## src/rtl/hexdump_pkg.sv

```systemverilog
// Shared types, ASCII constants and nibble encoder for the hex-text dump block.
// Latency: n/a (declarations and a pure function only).
// Backpressure: n/a.
// Optional feature macro: HEXDUMP_TX_ADDR_EN adds the per-line address prefix states.
package hexdump_pkg;

  typedef enum logic [2:0] {
    IDLE,
    DIG,
    LF,
    FIN
`ifdef HEXDUMP_TX_ADDR_EN
    ,
    AT,
    ADR,
    SP
`endif
  } state_t;

  localparam logic [7:0] ASC_LF      = 8'h0A;
  localparam logic [7:0] ASC_SP      = 8'h20;
  localparam logic [7:0] ASC_AT      = 8'h40;
  localparam logic [7:0] ASC_ZERO    = 8'h30;
  localparam logic [7:0] ASC_LOWER_A = 8'h61;

  // Lowercase hex digit for one nibble.
  function automatic logic [7:0] nib2asc(input logic [3:0] n);
    if (n < 4'd10) return ASC_ZERO + {4'h0, n};
    else           return ASC_LOWER_A + {4'h0, n} - 8'd10;
  endfunction

endpackage

```

## src/rtl/hexdump_nib2asc.sv

```systemverilog
// Combinational 4-bit to lowercase ASCII hex digit.
// Latency: 0 cycles (pure combinational).
// Backpressure: none.
// Ports: nib (4-bit value in), asc (ASCII byte out).
module hexdump_nib2asc
  import hexdump_pkg::*;
(
  input  logic [3:0] nib,
  output logic [7:0] asc
);

  assign asc = nib2asc(nib);

endmodule

```

## src/rtl/hexdump_tx.sv

```systemverilog
// Capture buffer that dumps its words as lowercase hex text, one word per LF-terminated line.
// Latency: first byte valid the cycle after start is accepted; one byte per cycle when tx_ready is high.
// Backpressure: tx_valid/tx_data are registered and held while tx_ready is low; in_ready low while busy or full.
// Ports: clk, rst_n (async active-low); in_valid/in_data/in_ready capture stream; start pulse;
//        tx_valid/tx_data/tx_ready byte stream; busy, done pulse, count of captured words.
// Optional feature macro: HEXDUMP_TX_ADDR_EN prefixes each line with "@<addr> ".
module hexdump_tx
  import hexdump_pkg::*;
#(
  parameter int DEPTH  = 16,
  parameter int ADDR_W = 4,
  parameter int DW     = 8
) (
  input  logic              clk,
  input  logic              rst_n,
  input  logic              in_valid,
  input  logic [DW-1:0]     in_data,
  output logic              in_ready,
  input  logic              start,
  output logic              tx_valid,
  output logic [7:0]        tx_data,
  input  logic              tx_ready,
  output logic              busy,
  output logic              done,
  output logic [ADDR_W:0]   count
);

  localparam int ND  = DW / 4;
  localparam int DIW = (ND > 1) ? $clog2(ND) : 1;
  localparam logic [ADDR_W:0] FULL = (ADDR_W+1)'(DEPTH);
`ifdef HEXDUMP_TX_ADDR_EN
  localparam int NA  = (ADDR_W + 3) / 4;
  localparam int AIW = (NA > 1) ? $clog2(NA) : 1;
`endif

  state_t            state, nxt_state;
  logic [DW-1:0]     mem [DEPTH];
  logic [ADDR_W-1:0] rd_idx, nxt_rd_idx;
  logic [DIW-1:0]    dig, nxt_dig;
  logic [ADDR_W:0]   cnt_eff;
  logic              wr_en, hs;
  logic              nxt_tx_valid;
  logic [7:0]        nxt_tx_data;
  logic [DW-1:0]     word, word_sh;
  logic [7:0]        dasc;
  state_t            first_st;

`ifdef HEXDUMP_TX_ADDR_EN
  logic [AIW-1:0]    adr, nxt_adr;
  logic [NA*4-1:0]   adr_sh;
  logic [7:0]        aasc;
  assign first_st = AT;
`else
  assign first_st = DIG;
`endif

  assign in_ready = (state == IDLE) && (count < FULL);
  assign wr_en    = in_valid && in_ready;
  assign hs       = tx_valid && tx_ready;
  assign busy     = (state != IDLE);
  // A word captured in the same cycle as start belongs to this dump.
  assign cnt_eff  = count + {{ADDR_W{1'b0}}, wr_en};

  // Capture memory: written only in IDLE, so it is stable for the whole dump.
  always_ff @(posedge clk) begin
    if (wr_en) mem[count[ADDR_W-1:0]] <= in_data;
  end

  always_ff @(posedge clk or negedge rst_n) begin
    if (!rst_n) begin
      count <= '0;
    end else if (state == FIN) begin
      count <= '0;
    end else if (wr_en) begin
      count <= count + 1'b1;
    end
  end

  // State register plus registered byte outputs.
  always_ff @(posedge clk or negedge rst_n) begin
    if (!rst_n) begin
      state    <= IDLE;
      rd_idx   <= '0;
      dig      <= '0;
      tx_valid <= 1'b0;
      tx_data  <= 8'h00;
      done     <= 1'b0;
`ifdef HEXDUMP_TX_ADDR_EN
      adr      <= '0;
`endif
    end else begin
      state    <= nxt_state;
      rd_idx   <= nxt_rd_idx;
      dig      <= nxt_dig;
      tx_valid <= nxt_tx_valid;
      tx_data  <= nxt_tx_data;
      done     <= (state == FIN);
`ifdef HEXDUMP_TX_ADDR_EN
      adr      <= nxt_adr;
`endif
    end
  end

  // Next-state logic.
  always_comb begin
    nxt_state  = state;
    nxt_rd_idx = rd_idx;
    nxt_dig    = dig;
`ifdef HEXDUMP_TX_ADDR_EN
    nxt_adr    = adr;
`endif
    case (state)
      IDLE: begin
        if (start) begin
          nxt_rd_idx = '0;
          nxt_dig    = DIW'(ND - 1);
          nxt_state  = (cnt_eff == '0) ? FIN : first_st;
        end
      end
`ifdef HEXDUMP_TX_ADDR_EN
      AT: begin
        if (hs) begin
          nxt_state = ADR;
          nxt_adr   = AIW'(NA - 1);
        end
      end
      ADR: begin
        if (hs) begin
          if (adr == '0) nxt_state = SP;
          else           nxt_adr   = adr - 1'b1;
        end
      end
      SP: begin
        if (hs) nxt_state = DIG;
      end
`endif
      DIG: begin
        if (hs) begin
          if (dig == '0) nxt_state = LF;
          else           nxt_dig   = dig - 1'b1;
        end
      end
      LF: begin
        if (hs) begin
          if (((ADDR_W+1)'(rd_idx) + 1'b1) < count) begin
            nxt_state  = first_st;
            nxt_rd_idx = rd_idx + 1'b1;
            nxt_dig    = DIW'(ND - 1);
          end else begin
            nxt_state = FIN;
          end
        end
      end
      FIN:     nxt_state = IDLE;
      default: nxt_state = IDLE;
    endcase
  end

  // Output logic: byte to present in the next state. Bypass covers a word
  // written on the same edge that start is accepted.
  assign word    = (wr_en && (count[ADDR_W-1:0] == nxt_rd_idx)) ? in_data : mem[nxt_rd_idx];
  assign word_sh = word >> (4 * nxt_dig);

  hexdump_nib2asc u_dig_asc (
    .nib (word_sh[3:0]),
    .asc (dasc)
  );

`ifdef HEXDUMP_TX_ADDR_EN
  assign adr_sh = (NA*4)'(nxt_rd_idx) >> (4 * nxt_adr);

  hexdump_nib2asc u_adr_asc (
    .nib (adr_sh[3:0]),
    .asc (aasc)
  );
`endif

  always_comb begin
    nxt_tx_valid = 1'b0;
    nxt_tx_data  = 8'h00;
    case (nxt_state)
      DIG: begin nxt_tx_valid = 1'b1; nxt_tx_data = dasc;   end
      LF:  begin nxt_tx_valid = 1'b1; nxt_tx_data = ASC_LF; end
`ifdef HEXDUMP_TX_ADDR_EN
      AT:  begin nxt_tx_valid = 1'b1; nxt_tx_data = ASC_AT; end
      ADR: begin nxt_tx_valid = 1'b1; nxt_tx_data = aasc;   end
      SP:  begin nxt_tx_valid = 1'b1; nxt_tx_data = ASC_SP; end
`endif
      default: begin nxt_tx_valid = 1'b0; nxt_tx_data = 8'h00; end
    endcase
  end

endmodule
```

## config.mk

```make
export PLATFORM = sky130hd
export DESIGN_NAME = hexdump_tx
export DESIGN_NICKNAME = d
export VERILOG_FILES = /design/src/rtl/hexdump_pkg.sv /design/src/rtl/hexdump_nib2asc.sv /design/src/rtl/hexdump_tx.sv
export SDC_FILE = /design/constraint.sdc
export NUM_CORES = 1
export LEC_CHECK = 0
export ABC_AREA = 0
export ABC_CLOCK_PERIOD_IN_PS = 4830
export CAP_MARGIN = 25
export CORE_UTILIZATION = 30
export CTS_CLUSTER_SIZE = 16
export DETAILED_ROUTE_END_ITERATION = 7
export PLACE_DENSITY_LB_ADDON = 0.08
export SYNTH_ARGS = -nofsm -noshare
export SYNTH_HDL_FRONTEND = slang
export SYNTH_HIERARCHICAL = 1
export SYNTH_SLANG_ARGS = --single-unit
```

## constraint.sdc

```tcl
create_clock -name clk -period 4.83 [get_ports clk]
set_input_delay 1.449 -clock clk [delete_from_list [all_inputs] [get_ports clk]]
set_output_delay 1.449 -clock clk [all_outputs]
set_load 0.02 [all_outputs]
```

==> results of run 1 <==
worst paths after layout:
check / depth (start not counted) / startpoint / endpoint / slack [ns]
worst min-delay path: 1 / count[4] / count[4] / 0.64
max in group asynchronous: 2 / rst_n / rd_idx[1] / 3.10
min in group asynchronous: 1 / rst_n / done / 1.31
worst max register to register: 18 / rd_idx[0] / tx_data[3] / 0.35
worst min register to register: 1 / count[4] / count[4] / 0.64
worst max-delay path: 16 / tx_ready / tx_data[3] / 0.21
cell usage in the layout, fill, tap and decap left out, types with 5 or more instances in the layout:
cell               n
clkdlybuf4s50_1   29
edfxtp_1         128
xnor2_1            8
o21ai_0            9
and3_1            10
nor4_1             6
nor2_1            15
buf_4             82
ha_1              12
inv_8              5
nor3_1             7
a21oi_1            9
mux2i_1           52
clkbuf_16         17
and2_1             9
a31oi_1            6
nand2_1           59
nand3_1           13
dfrtp_1           23
mux2_2             8
nor4_2             6
inv_1             15
area by class of cell:
type	count	area (sq um)
tap	280	350
clock buffer	17	425
fill	2086	13200
inverter	20	75.1
sequential	151	4420
clock inverter	15	174
multi-input combinational	297	2200
timing repair buffer	117	1020
kinds of logic (layout without fill, tap and decap cells):
family | after synthesis | count (layout)
other | 3 | 3
flip-flops | 151 | 151
AND/OR/NAND/NOR | 147 | 147
XOR/XNOR | 11 | 11
multiplexers | 62 | 62
AO/OA/AOI/OAI | 62 | 62
buffers and inverters | 41 | 169
adder cells (fa/ha/maj) | 12 | 12
power by group:
group          leakage, nW  total [mW]  switching [mW]  internal [mW]
Combinational         1.74       0.552           0.338          0.215
Clock                0.293        1.33           0.626          0.699
Sequential            1.45        1.51          0.0388           1.47
worst max-delay path: stages:
cell,delay [ns]
clkdlybuf4s50_1,0.45
nand2_1,0.15
a2111oi_4,0.30
buf_4,0.19
a31oi_1,0.10
nor2_2,0.17
buf_4,0.15
buf_4,0.20
buf_4,0.19
mux2_2,0.38
a22oi_1,0.18
nand3_1,0.11
a211oi_1,0.32
buf_4,0.22
nor3b_1,0.26
a21bo_2,0.17
repair_timing:
action,in CTS,in global routing
resized for setup,0,5
hold endpoints to repair,0,0
setup endpoints to repair,0,5
buffers inserted,0,1
routing by layer:
metal,up-vias,global-route usage,wire [um]
met5,-,0,0
met4,0,0.0505,210
met3,16,0.0285,555
met2,78,0.244,8270
met1,2199,0.239,9160
li1,2072,-,-
sequential cells by signal, summed over array words and instances (netlist names):
| name | flops |
|---|---|
| mem | 128 |
| tx_data | 8 |
| count | 5 |
| rd_idx | 4 |
| state | 3 |
| dig | 1 |
| done | 1 |
| tx_valid | 1 |
through the flow:
step	setup WS [ns]	util	cell area, sq um	instances
2_1_floorplan	0.124	-	6730	489
3_3_place_gp	-0.414	0.365	7980	860
3_5_place_dp	-0.420	0.366	8020	862
4_1_cts	0.0155	0.394	8620	894
5_1_grt	-0.000141	0.396	8660	897
6_report	0.206	0.396	8660	897
==> flow_metrics.tcl, run 1 <==
set metrics [dict create \
    syn_nets 514 \
    grt_pass1_wl_mm 27.6 \
    track_usage 0.163 \
    fin_crit_ns 4.62 \
    io_pins 30 \
    num_rows 54 \
    num-nets-final 629 \
    antenna_found_initial 0 \
    synth-main-ff-cell "edfxtp_1" \
    hold_slack_ns 0.640 \
    cts-root-buf "clkbuf_16" \
    hpwl_mm 12.9 \
    synth_compound_area_frac 0.0719 \
    relSlewSlack 0.368 \
    cts_buffers 17 \
    end_kind "flip-flop" \
    period_share 0.957 \
    syn-instance-count 489 \
    cts_buffer_depth 2 \
    synth-edff-count 128 \
    fp.coreArea_sq_um 21900 \
    max_freq_ghz 0.216 \
    synth_top_area_frac 0.571 \
    synth-async-reset-ratio 0.152 \
    synth-xor-area-share 0.0154 \
    outcome "finished, final reports clean" \
    netlist_top_cells_area "edfxtp_1 (57%), dfrtp_1 (8.5%), mux2i_1 (7.7%)" \
    dr.pass1.iters 5 \
    p_leak_nw 3.48 \
    diodes 0 \
    final_antenna_net_count 0 \
    power_density_nw_per_um2 391 \
    die_x_um 152 \
    grt_pass1_vias 4333 \
    critPathLaunchType "input port" \
    finalPower_mw 3.39 \
    maxSlewViolCount 0 \
    syn_avg_cell_area_sq_um 13.8 \
    ir_drop_mv 0.223 \
    synth_top_family_by_area "simple AND/OR/NAND/NOR gates" \
    synthSimpleGateAreaFrac 0.109 \
    cts_tree "built" \
    setup_violations 0 \
    layout-drive-gt1-share 0.254 \
    clk-insertion-delay-late_ns 0.43 \
    hold_path.class "flip-flop to flip-flop" \
    netlist_area_sq_um 6730 \
    netlist_top_cells_count "edfxtp_1 (128), nand2_1 (59), mux2i_1 (52), dfrtp_1 (23)" \
    yosysSeqAreaShare 0.656 \
    yosysMostFrequentCell "edfxtp_1" \
    fp.dieH_um 152 \
    grt_max_degree 19 \
    setup_tns_ns 0 \
    drv_cap 0 \
    htree_levels 4 \
    cp_data_required_time_ns 5.20 \
    ys_ff_latch 151 \
    ys_types 63 \
    synth_top_cell_by_area "edfxtp_1" \
    synthAdderAreaFrac 0.0223 \
    drt_iter0_drc 311 \
    routed_wl_mm 18.2 \
    wire_per_inst_um 20.3 \
    start_util 0.308 \
    cts.clk_slew.worst_paths_ns 0.08 \
    grt_overflow 0 \
    synthMuxAreaShare 0.0974 \
    via_count 4365 \
    die_area_sq_um 23000 \
    syn2layout_area_growth_pct 28.7 \
    viasPerCell 4.87 \
    critPathMaxFanout 10 \
    yosys_warnings 6 \
    worst_pin_slew_ns 0.944 \
    hold_viol 0 \
    setup.worst_path.class "input port to flip-flop" \
    drc 0 \
    worstPathArrival_ns 5.00 \
    gp_congestion 0.878 \
    port_buffers 29 \
    skew_ns 0.0147 \
    cts_hold_buf 0 \
    clkSinkCount 151 \
]
Note: power is estimated with default switching activity, not from simulation.
==> run 2: changes to the inputs <==
Settings changed: ABC_CLOCK_PERIOD_IN_PS 4830 to 5000, CORE_UTILIZATION 30 to 55.
Clock period 4.83 ns to 5 ns, I/O delays scaled along.
==> run 2 against run 1 <==
Sequential share of layout area grew 2.2 points. First-iteration DRC count is 23% higher. Flip-flop and latch count did not move. Register-to-register slack better by 0.21 ns. Cell area is 4.1% lower. Largest power group unchanged. Wire length fell by 15%. Combinational power down 8.2%. Utilization rose by 30 points. Clock power hardly changed. Cell count down 18%. Clock-buffer cell count increased by 1.
==> flow_metrics.tcl, run 2 (synthesis gave the netlist of run 1 again) <==
set metrics [dict create \
    layout-drive-gt1-share 0.214 \
    p_leak_nw 3.35 \
    cts_resized 0 \
    critPathMaxFanout 7 \
    htree_levels 4 \
    crit_chain "clkdlybuf4s50_1 -> or4b_1 -> nand2_1 -> a21o_1 -> and2_2 -> buf_4 -> mux2i_1 -> mux2i_1 -> a32o_1 -> o41ai_1 -> a21oi_1 -> o21a_4 -> xnor2_2 -> and2_1" \
    syn2layout_area_growth_pct 23.4 \
    cts_setup_buffers 0 \
    via_count 4435 \
    wire_per_inst_um 20.9 \
    clk-insertion-delay-late_ns 0.42 \
    outcome "finished, final reports clean" \
    worst_pin_slew_ns 0.987 \
    grt_pass1_wl_mm 24.0 \
    num_rows 40 \
    max_freq_ghz 0.213 \
    drt_iter0_drc 381 \
    maxSlewViolCount 0 \
    period_share 0.940 \
    io_pins 30 \
    routed_wl_mm 15.4 \
    final_util 0.695 \
    final_cell_mix "edfxtp_1 (128), nand2_1 (59), buf_4 (56)" \
    fillers 859 \
    hold_path.class "flip-flop to flip-flop" \
    path_common_cell "mux2i_1" \
    cts_tree "built" \
    drv_cap 0 \
    rsz0062_at_grt "false" \
    die_area_sq_um 12700 \
    die_x_um 113 \
    viasPerCell 6.02 \
    num-nets-final 603 \
    startpoint "start" \
    hold_viol 0 \
    cts_buffers 17 \
    track_usage 0.262 \
    setup_tns_ns 0 \
    finalNonFillerCells 737 \
    hp-start "count[4]" \
    setup_violations 0 \
    cp_slowest_cell "or4b_1" \
    fp.dieH_um 113 \
    critPathLaunchType "input port" \
    dp_slack_ns -0.0765 \
    fin_crit_ns 4.70 \
    grt_pass1_vias 4343 \
    skew_ns 0.00720 \
    port_buffers 29 \
    dp_cells 705 \
    cp_data_required_time_ns 5.31 \
    start_util 0.563 \
    diodes 0 \
    cts-root-buf "clkbuf_16" \
    power_density_nw_per_um2 395 \
    clkSinkCount 151 \
    setup.worst_path.class "input port to flip-flop" \
    antenna_found_initial 0 \
    relSlewSlack 0.340 \
    cpPeakStageDelay_ns 0.56 \
    cts.clk_slew.worst_paths_ns 0.06 \
    cts_buffer_depth 2 \
    fp.coreArea_sq_um 12000 \
    hpwl_mm 10.3 \
    timing.rr.start "rd_idx[0]" \
    worstPathArrival_ns 5.01 \
    gp_congestion 0.846 \
    setup_ws_ns 0.298 \
    largest_register_ffs 128 \
    ir_drop_mv 0.322 \
    grt_overflow 0 \
    final_antenna_net_count 0 \
    cts_hold_buf 0 \
    drc 0 \
    finalPower_mw 3.28 \
    end_kind "flip-flop" \
    grt_max_degree 24 \
    layout_commonest_cell "edfxtp_1" \
    dr.pass1.iters 5 \
]
-- run 2: changes by cell type in the layout (fill, tap and decap cells not counted), sizes merged --
cell    change
clkinv      +1
buf        -26
inv         -7
clkbuf      +1
bufinv      +4
-- run 2: final timing paths --
kind	to	slack, ns	cells after the start
max in group asynchronous	tx_valid	3.29	2
min in group asynchronous	count[4]	1.32	1
worst max-delay path	tx_data[0]	0.30	14
worst min-delay path	count[4]	0.62	1
worst min register to register	count[4]	0.62	1
worst max register to register	tx_data[0]	0.56	17
-- run 2: per-layer routing --
| metal | global-route usage | vias up | wire (um) |
|---|---|---|---|
| li1 | - | 2015 | - |
| met1 | 0.338 | 2198 | 6340 |
| met2 | 0.430 | 192 | 7610 |
| met3 | 0.0529 | 30 | 1020 |
| met4 | 0.122 | 0 | 401 |
| met5 | 0 | - | 0 |
-- run 2: worst max-delay path: cells and delay by family --
family / cells / cell delay (ns)
mux: 2 / 0.29
simple gates: 4 / 1.06
xor+xnor: 1 / 0.12
buf+inv: 2 / 0.67
compound gates: 5 / 1.39
-- run 2: per-stage QoR --
stage	cell area (sq um)	hold WS, ns
floorplan	6730	0.557
global placement	7670	0.602
detailed placement	7670	0.608
CTS	8280	0.621
global route	8310	0.656
finish	8310	0.623
-- run 2: area by class of cell --
| class | instances | area, sq um | share of cell area |
|---|---|---|---|
| clock buffers | 18 | 429 | 0.0516 |
| clock inverters | 13 | 180 | 0.0217 |
| inverters | 20 | 75.1 | 0.00903 |
| multi-input cells | 297 | 2190 | 0.263 |
| flip-flops and latches | 151 | 4420 | 0.532 |
| well taps | 147 | 184 | 0.0221 |
| repair buffers | 91 | 838 | 0.101 |
-- run 2: report_power, final --
group | internal [mW] | switching, mW
clock | 0.830 | 0.486
sequential | 1.43 | 0.0359
combinational | 0.197 | 0.309
==> run 3: changes to the inputs <==
Settings changed: SYNTH_HIERARCHICAL 1 to default.
==> run 3 against run 2 <==
Total power increased by 0.17%. Wire length increased by 13%. Hold slack got worse by 0.0021 ns. Setup slack got worse by 0.030 ns. Critical endpoint unchanged. Largest power group unchanged.
==> flow_metrics.tcl, run 3 <==
set metrics [dict create \
    fp.dieH_um 114 \
    netlist_area_sq_um 6860 \
    die_x_um 114 \
    ys_types 69 \
    grt_overflow 0 \
    finalPower_mw 3.29 \
    syn-instance-count 533 \
    drv_cap 0 \
    cts_setup_buffers 0 \
    num_rows 40 \
    outcome "finished, final reports clean" \
    grt_max_degree 28 \
    wire_per_inst_um 22.3 \
    fillers 900 \
    num-nets-final 626 \
    setup_ws_ns 0.268 \
    cts-root-buf "clkbuf_16" \
    yosysMostFrequentCell "edfxtp_1" \
    via_count 4735 \
    dr.pass1.iters 5 \
    finalNonFillerCells 782 \
    hpwl_mm 11.4 \
    synth-async-reset-ratio 0.147 \
    worst_pin_slew_ns 0.746 \
    rsz0062_at_grt "false" \
    clkSinkCount 150 \
    fp.coreArea_sq_um 12100 \
    setup.worst_path.class "input port to flip-flop" \
    clk-insertion-delay-late_ns 0.43 \
    critPathMaxFanout 15 \
    io_pins 30 \
    htree_levels 4 \
    ys_ff_latch 150 \
    gp_congestion 0.857 \
    cts.clk_slew.worst_paths_ns 0.06 \
    netlist_top_cells_count "edfxtp_1 (128), nand2_1 (78), mux2i_1 (41), nand3_1 (24), dfrtp_1 (22)" \
    cts_hold_buf 0 \
    drc 0 \
    drt_iter0_drc 504 \
    p_leak_nw 3.04 \
    period_share 0.946 \
    viasPerCell 6.05 \
    port_buffers 28 \
    ir_drop_mv 0.288 \
    power_density_nw_per_um2 398 \
    setup_violations 0 \
    maxSlewViolCount 0 \
    dp_cells 749 \
    grt_pass1_vias 4661 \
    yosys_warnings 0 \
    yosysSeqAreaShare 0.641 \
    syn2layout_area_growth_pct 20.4 \
    synth_top_area_frac 0.561 \
    layout-drive-gt1-share 0.161 \
    diodes 0 \
    cts_buffer_depth 2 \
    cts_tree "built" \
    synth-main-ff-cell "edfxtp_1" \
    antenna_found_initial 0 \
    setup_tns_ns 0 \
    cts_resized 0 \
    skew_ns 0.00776 \
    layout_commonest_cell "edfxtp_1" \
    start_util 0.568 \
    hold_path.class "flip-flop to flip-flop" \
    synth_top_cell_by_area "edfxtp_1" \
    max_freq_ghz 0.211 \
    syn_avg_cell_area_sq_um 12.9 \
    hold_viol 0 \
    largest_register_ffs 128 \
    track_usage 0.288 \
    worstPathArrival_ns 5.08 \
    dp_slack_ns -0.102 \
    die_area_sq_um 12900 \
    final_antenna_net_count 0 \
    final_cell_mix "edfxtp_1 (128), nand2_1 (78), mux2i_1 (41), buf_4 (41), clkdlybuf4s50_1 (28)" \
    netlist_top_cells_area "edfxtp_1 (56%), dfrtp_1 (8.0%), mux2i_1 (6.0%)" \
    fin_crit_ns 4.73 \
    relSlewSlack 0.502 \
    routed_wl_mm 17.4 \
    cts_buffers 17 \
    end_kind "flip-flop" \
    critPathLaunchType "input port" \
    cp_data_required_time_ns 5.35 \
    synth-edff-count 128 \
    grt_pass1_wl_mm 26.3 \
]
## run 3: per-stage QoR
stage / instance area [sq um] / hold WS [ns] / util
2_1_floorplan: 6860 / 0.529 / -
4_1_cts: 8240 / 0.618 / 0.683
3_5_place_dp: 7610 / 0.608 / 0.631
5_1_grt: 8260 / 0.645 / 0.685
3_3_place_gp: 7610 / 0.562 / 0.631
6_report: 8260 / 0.621 / 0.685
## run 3: critical path, cell delays in order
cell,delay [ns]
clkdlybuf4s50_1,0.48
or4b_1,0.56
nand2_1,0.12
a31o_2,0.11
and2_1,0.19
buf_4,0.21
buf_12,0.16
a211oi_1,0.09
o21ai_0,0.27
a31o_2,0.20
a211oi_1,0.08
or4_4,0.59
a21boi_1,0.29
mux2i_1,0.22
## run 3: final timing paths
check                                from          to  slack (ns)  depth (start not counted)
worst max-delay path                start  tx_data[0]        0.27                         14
worst min-delay path             count[4]    count[4]        0.62                          2
worst max register to register  rd_idx[1]  tx_data[1]        0.29                         18
worst min register to register   count[4]    count[4]        0.62                          2
max in group asynchronous           rst_n  tx_data[1]        3.19                          2
min in group asynchronous           rst_n    count[3]        1.36                          1
## run 3: where the power goes
| group | internal, mW | switching [mW] |
|---|---|---|
| Clock | 0.825 | 0.495 |
| Sequential | 1.42 | 0.0588 |
| Combinational | 0.201 | 0.288 |
## run 3: area by class of cell
class | count | area (sq um) | share of cell area
Inverter | 16 | 62.6 | 0.00758
Timing Repair Buffer | 74 | 683 | 0.0827
Clock buffer | 26 | 596 | 0.0721
Tap cell | 168 | 210 | 0.0255
Clock inverter | 6 | 41.3 | 0.00500
Sequential cell | 150 | 4390 | 0.532
Multi-Input combinational cell | 342 | 2270 | 0.275
## run 3: kinds of logic (layout without fill, tap and decap cells)
logic type,Yosys count,in the layout,synth area share
AO/OA/AOI/OAI,100,100,0.109
other,1,2,0.000547
flip-flops,150,150,0.641
adder cells (fa/ha/maj),12,12,0.0219
multiplexers,46,46,0.0681
buffers and inverters,42,122,0.0285
XOR/XNOR,7,7,0.00894
AND/OR/NAND/NOR,175,175,0.122
## run 3: per-layer routing
metal	routed length, um	track usage
met1	7230	0.361
met3	1070	0.0611
met5	0	0
met4	528	0.143
met2	8590	0.479
